===== src/rtl/acc_deskew_collector.sv =====
// rtl/acc_deskew_collector.sv - de-skews the systolic acc_z_to_z lane stream into one full matrix
// and holds it on a valid/ready bus until it is accepted.
module acc_deskew_collector #(
    parameter int DATA_SIZE = 16,
    parameter int SIZE      = 3
) (
    input  logic                           clk,
    input  logic                           rst_n,
    input  logic                           start,
    input  logic [DATA_SIZE*SIZE-1:0]      acc_z_to_z,
    output logic [DATA_SIZE*SIZE*SIZE-1:0] mat_out,
    output logic                           mat_valid,
    input  logic                           mat_ready,
    output logic                           busy,
    output logic                           start_dropped
);
    localparam int CNT_W = $clog2(2 * SIZE);
    localparam logic [CNT_W-1:0] LAST_BEAT = CNT_W'(2 * SIZE - 2);

    typedef enum logic [1:0] {
        IDLE,
        CAPTURE,
        HOLD
    } state_t;

    state_t                         state_q, state_d;
    logic [CNT_W-1:0]               cnt_q, cnt_d;
    logic [DATA_SIZE*SIZE*SIZE-1:0] mat_q, mat_d;
    logic                           drop_q, drop_d;
    logic                           cap_en;
    logic [CNT_W-1:0]               beat;

    always_comb begin
        state_d = state_q;
        cnt_d   = cnt_q;
        drop_d  = 1'b0;
        cap_en  = 1'b0;
        beat    = cnt_q;
        case (state_q)
            IDLE: begin
                if (start) begin
                    cap_en = 1'b1;
                    beat   = '0;
                    if (SIZE == 1) begin
                        state_d = HOLD;
                    end else begin
                        cnt_d   = CNT_W'(1);
                        state_d = CAPTURE;
                    end
                end
            end
            CAPTURE: begin
                cap_en = 1'b1;
                drop_d = start;
                if (cnt_q == LAST_BEAT) begin
                    state_d = HOLD;
                end else begin
                    cnt_d = cnt_q + CNT_W'(1);
                end
            end
            HOLD: begin
                // A start on the handshake edge is dropped too; no back-to-back accept.
                drop_d = start;
                if (mat_ready) begin
                    state_d = IDLE;
                    cnt_d   = '0;
                end
            end
            default: begin
                state_d = IDLE;
                cnt_d   = '0;
            end
        endcase
    end

    // Row r sits on lane c at beat r+c, so each beat fills one anti-diagonal.
    always_comb begin
        mat_d = mat_q;
        for (int r = 0; r < SIZE; r++) begin
            for (int c = 0; c < SIZE; c++) begin
                if (cap_en && (r + c == int'(beat))) begin
                    mat_d[DATA_SIZE*(SIZE*SIZE-(r*SIZE+c))-1 -: DATA_SIZE] =
                        acc_z_to_z[DATA_SIZE*(SIZE-c)-1 -: DATA_SIZE];
                end
            end
        end
    end

    always_ff @(posedge clk or negedge rst_n) begin
        if (!rst_n) begin
            state_q <= IDLE;
            cnt_q   <= '0;
            mat_q   <= '0;
            drop_q  <= 1'b0;
        end else begin
            state_q <= state_d;
            cnt_q   <= cnt_d;
            mat_q   <= mat_d;
            drop_q  <= drop_d;
        end
    end

    assign mat_out       = mat_q;
    assign mat_valid     = (state_q == HOLD);
    assign busy          = (state_q != IDLE);
    assign start_dropped = drop_q;

endmodule


===== config.mk =====
export PLATFORM = sky130hd
export DESIGN_NAME = acc_deskew_collector
export DESIGN_NICKNAME = d
export VERILOG_FILES = /design/src/rtl/acc_deskew_collector.sv
export SDC_FILE = /design/constraint.sdc
export NUM_CORES = 1
export LEC_CHECK = 0
export CAP_MARGIN = 25
export CORE_MARGIN = 1.5
export CORE_UTILIZATION = 32
export CTS_BUF_LIST = sky130_fd_sc_hd__clkbuf_16
export DETAILED_ROUTE_END_ITERATION = 10
export PLACE_DENSITY_LB_ADDON = 0.15
export SETUP_SLACK_MARGIN = 0.5
export SLEW_MARGIN = 5
export SYNTH_ARGS = -nofsm -noshare
export SYNTH_HDL_FRONTEND = slang
export SYNTH_SLANG_ARGS = --single-unit

===== constraint.sdc =====
create_clock -name clk -period 3.3 [get_ports clk]
set_input_delay 0.66 -clock clk [delete_from_list [all_inputs] [get_ports clk]]
set_output_delay 0.66 -clock clk [all_outputs]
set_load 0.05 [all_outputs]

==> flow_summary_export.csv, run 1 <==
group,metric,value,unit
yosys,synthArstFlopShare,100,%
global_route,grt_max_degree,109,
clock_network,root_buffer,"clkbuf_16",
clock_network,cts_hold_buffers,0,
critical_path,worstPathRequired,2640,ps
cells_and_area,syn_to_final_growth,50.3,%
cells_and_area,regArea,0.00375,mm^2
sta,clock_skew,8.80,ps
yosys,yosysWarnings,0,
die,io-pin-count,199,
route,drt_iter0_markers,104,
place,portBuffers,198,
clock_network,cts.htree.levels,4,
sta,rsz0062_at_grt,"false",
clock_network,cts_setup_buffers,0,
global_route,grt_pass1_wl,21700,um
critical_path,worstSetupPathType,"flop to output pin",
yosys,syn_inst,347,
critical_path,crit_fanout,4,
route,firstDrtPassIters,4,
route,drt.antenna.violating_nets,0,
die,row_count,48,
sta,setup_viol,0,
place,hpwl,9460,um
sta,holdWs,154,ps
critical_path,cp-end-kind,"output pin",
critical_path,timing.rr.end,"mat_out[108]",
cells_and_area,drive_gt1_share,32.0,%
critical_path,crit_arrival,1940,ps
yosys,synth-seq-cells,150,
clock_network,clock_path_buffers,2,
critical_path,cp-start-kind,"flop",
clock_network,cts_inserted_buffers,17,
clock_network,cts_tree,"yes",
yosys,synthSimpleGateAreaFrac,1.46,%
global_route,grt_pass1_vias,4015,
critical_path,path_buf_inv,2,
route,drc,0,
critical_path,worst_r2r_path_depth,7,
critical_path,crit_path_cell_trace,"inv_1 -> ha_1 -> clkdlybuf4s50_1",
critical_path,cp_top_family,"buffers and inverters",
cells_and_area,diodes,0,
yosys,synth_compound_area_share,1.07,%
yosys,synth-xor-area-share,0,%
clock_network,clock_latency,410,ps
die,coreArea,0.0174,mm^2
yosys,synthDistinctLibCells,25,
sta,worst_slew_pin_slew,690,ps
sta,slew_headroom,53.9,%
yosys,synth_mux_area_share,28.7,%
yosys,synthAdderAreaFrac,1.52,%
clock_network,cts_resized,0,
cells_and_area,multi_input_area,0.00190,mm^2
critical_path,reg2reg_slack,980,ps
global_route,gr-total-overflow,0,
flow_run,cap_violations,0,
clock_network,cts.sinks,150,
yosys,ys.flop_type,"dfrtp_1",
die,start_util,33.0,%
yosys,synth.avg_cell_area,16.6,um^2
sta,max_freq,385,MHz
yosys,syn_nets,406,
sta,period_needed,2600,ps
critical_path,r2r_start,"state_q[1]",
critical_path,crit_slowest_cell,"clkdlybuf4s50_1",
place,gp_congestion,0.698,
sta,hold_viol,0,
cells_and_area,num-fill-cells,1538,
die,die_area,0.0188,mm^2
yosys,yosysSeqAreaShare,65.2,%
sta,drv_slew,0,
route,totalWireLength,13500,um
yosys,synth_edf_count,0,
sta,tns,0,ps
route,wl_per_cell,17.1,um
global_route,track_usage,15.3,%
global_route,antenna_found_initial,0,
route,vias,3638,
sta,fin_crit_sh,78.7,%
hold_path,hold_path_class,"primary input to async pin",
yosys,synth_top_family_by_area,"multiplexers",
critical_path,cp_slowest_stage_delay,810,ps
yosys,syn_area,0.00575,mm^2
run_status,status,"finished clean",
die,die_height,137,um
die,die_w,137,um
cells_and_area,nets,615,
clock_network,path_clk_slew,60,ps
route,vias_per_cell,4.59,
[state kept, by name (all words and copies together) (netlist names)]
name           count
mat_out          144
cnt_q              3
state_q            2
start_dropped      1
[worst reg2reg max path, cell delays in order, from the launching register on]
cell and delay (ps):
dfrtp_1 400, inv_1 130, ha_1 220, nand2b_1 100
a21oi_2 210, nand3_2 460, buf_12 360, mux2_1 320
[cell families after synthesis]
logic type,after synthesis
DFF,150
muxes,147
buffers and inverters,20
and+or+nand+nor,15
AOI/OAI and AO/OA,8
adders and majority gates,7
[cell type report]
cell class / count / area share [%]
clock inverters: 14 / 1.94
repair buffers: 204 / 24.2
multi-input cells: 177 / 22.0
flip-flops and latches: 150 / 43.4
inverters: 6 / 0.261
well taps: 225 / 3.26
clock buffers: 17 / 4.92
[how the worst max path moves through the flow]
| stage | startpoint | endpoint | slack [ps] | depth (start not counted) |
|---|---|---|---|---|
| after global routing | state_q[0] | mat_valid | 620 | 3 |
| after floorplan | state_q[0] | state_q[0] | 1420 | 6 |
| after detailed placement | start | mat_out[88] | 600 | 5 |
| after CTS | state_q[0] | busy | 540 | 4 |
| final | state_q[0] | mat_valid | 700 | 3 |
| after global placement | start | mat_out[108] | 600 | 5 |
[per-layer routing]
| metal | GRT usage [%] | share of wire, % | vias up |
|---|---|---|---|
| met5 | 0 | 0 | - |
| met4 | 4.04 | 0.83 | 0 |
| met3 | 7.37 | 9.9 | 8 |
| met2 | 24.1 | 47 | 133 |
| met1 | 18.7 | 42 | 1845 |
| li1 | - | - | 1652 |
[placed cells by master (no fill, tap or decap), types with 4 or more instances in the layout]
cell type        Yosys  final
bufinv_16            0      4
inv_1                6      8
clkinv_1             0      4
clkbuf_16            0     17
mux2_2             144    144
ha_1                 7      7
buf_12               0      5
clkdlybuf4s50_1      0    196
dfrtp_1            150    150
[per-stage QoR]
stage	util (%)	instance area (um^2)	worst slack (ps)	instances
floorplan	-	5750	1420	347
global placement	46.2	8050	596	762
detailed placement	46.2	8050	598	762
CTS	49.6	8640	543	793
global route	49.6	8640	620	793
finish	49.6	8640	703	793
[Yosys cell counts, types with 2 or more instances]
cell type / n / area share, %
ha_1: 7 / 1.5
nand2b_1: 2 / 0.22
buf_6: 3 / 0.59
inv_1: 6 / 0.39
mux2i_1: 2 / 0.35
buf_2: 10 / 0.87
nand2_1: 3 / 0.20
mux2_2: 144 / 28
nor2_1: 3 / 0.20
dfrtp_1: 150 / 65
nand3_1: 3 / 0.26
Power of run 1 is not shown: default switching activity piles up to over one toggle a cycle in this logic, so the estimate is an artifact.
==> run 2, diff against run 1 <==
clock period = 2.5 ns   (was 3.3 ns; I/O delays follow)
==> flow_summary_export.csv, run 2 (synthesis results as in run 1) <==
group,metric,value,unit
global_route,track_usage,15.1,%
clock_network,root_buffer,"clkbuf_16",
sta,rsz0062_at_grt,"true",
global_route,antenna_found_initial,0,
cells_and_area,nets,632,
clock_network,cts_tree,"yes",
route,drt.antenna.violating_nets,0,
cells_and_area,diodes,0,
critical_path,worstSetupPathType,"flop to output pin",
route,totalWireLength,14000,um
sta,setup_viol,0,
critical_path,cp-end-kind,"output pin",
critical_path,reg2reg_slack,590,ps
clock_network,cts.htree.levels,4,
clock_network,cts.sinks,150,
critical_path,endpoint,"mat_valid",
route,wl_per_cell,17.3,um
clock_network,cts_hold_buffers,0,
global_route,grt_pass1_vias,3982,
cells_and_area,mostFrequentLayoutCells,"dfrtp_1 (150), dlygate4sd2_1 (145), mux2_2 (144), clkdlybuf4s50_1 (50), clkbuf_16 (19)",
critical_path,worstSetupStartpoint,"state_q[0]",
place,place_inst,768,
critical_path,crit_fanout,4,
clock_network,clock_latency,410,ps
sta,clock_skew,7.80,ps
cells_and_area,final_cells,810,
die,io-pin-count,199,
critical_path,r2r_start,"state_q[1]",
die,die_w,137,um
die,row_count,48,
clock_network,path_clk_slew,60,ps
global_route,grt_max_degree,65,
hold_path,hold_path_class,"primary input to async pin",
die,die_area,0.0188,mm^2
route,drc,0,
sta,fin_crit_sh,77.3,%
cells_and_area,drive_gt1_share,35.6,%
critical_path,timing.rr.end,"mat_out[70]",
route,firstDrtPassIters,4,
global_route,grt_pass1_wl,21400,um
flow_run,cap_violations,0,
route,vias,3694,
clock_network,clock_path_buffers,2,
place,portBuffers,198,
cells_and_area,final_common_cell,"dfrtp_1",
run_status,status,"finished clean",
sta,period_needed,1930,ps
sta,hold_viol,0,
place,hpwl,9930,um
route,drt_iter0_markers,61,
sta,max_freq,517,MHz
sta,drv_slew,0,
die,start_util,33.0,%
critical_path,crit_arrival,1430,ps
route,vias_per_cell,4.56,
critical_path,worstPathRequired,2000,ps
global_route,gr-total-overflow,0,
sta,worst_slew_pin_slew,614,ps
cells_and_area,syn_to_final_growth,49.4,%
sta,tns,0,ps
critical_path,cp-start-kind,"flop",
critical_path,worst_r2r_path_depth,7,
clock_network,cts_inserted_buffers,17,
cells_and_area,largest_reg_flops,144,
die,die_height,137,um
sta,slew_headroom,59.0,%
place,gp_congestion,0.756,
die,coreArea,0.0174,mm^2
run 2: how the worst min path moves through the flow:
stage                       from      endpoint  cells after the start
global placement    mat_out[108]  mat_out[108]                      1
detailed placement   mat_out[82]   mat_out[82]                      1
global route               rst_n   mat_out[98]                      1
floorplan                  rst_n      cnt_q[0]                      0
finish                     rst_n      cnt_q[0]                      1
CTS                        rst_n   mat_out[50]                      1
run 2: per-stage QoR:
step | setup WS, ps | area, um^2 | utilization [%] | hold WS [ps]
detailed placement | 148 | 8070 | 46.3 | 491
floorplan | 619 | 5750 | - | 204
global route | 481 | 8590 | 49.3 | 121
global placement | 205 | 8070 | 46.3 | 476
CTS | 437 | 8460 | 48.5 | 94.4
finish | 567 | 8590 | 49.3 | 81.7
run 2: worst max-delay path: stages, from the launching register on:
cell     delay (ps)
dfrtp_1         410
inv_1           150
ha_1            200
buf_2           270
run 2: routing by layer:
layer / global-route usage, % / vias to the layer above / wire length, um
li1: - / 1690 / -
met4: 5.79 / 0 / 179
met1: 17.7 / 1861 / 5930
met2: 25.0 / 131 / 6720
met3: 5.78 / 12 / 1220
met5: 0 / - / 0
run 2: cell type report:
type / count / area, um^2
clock inverter: 14 / 138
fill: 1578 / 8820
sequential: 150 / 3750
tap: 225 / 282
multi-input combinational: 178 / 1940
clock buffer: 17 / 425
inverter: 6 / 22.5
timing repair buffer: 220 / 2030
run 2: repair_timing:
action                                  in CTS  in global routing
endpoints found under the setup margin     187                 52
buffers inserted                             0                  8
gates cloned                                 0                  3
pin swaps                                    0                  1
gates resized for setup                    157                  5
Power of run 2 is left out for the same reason.
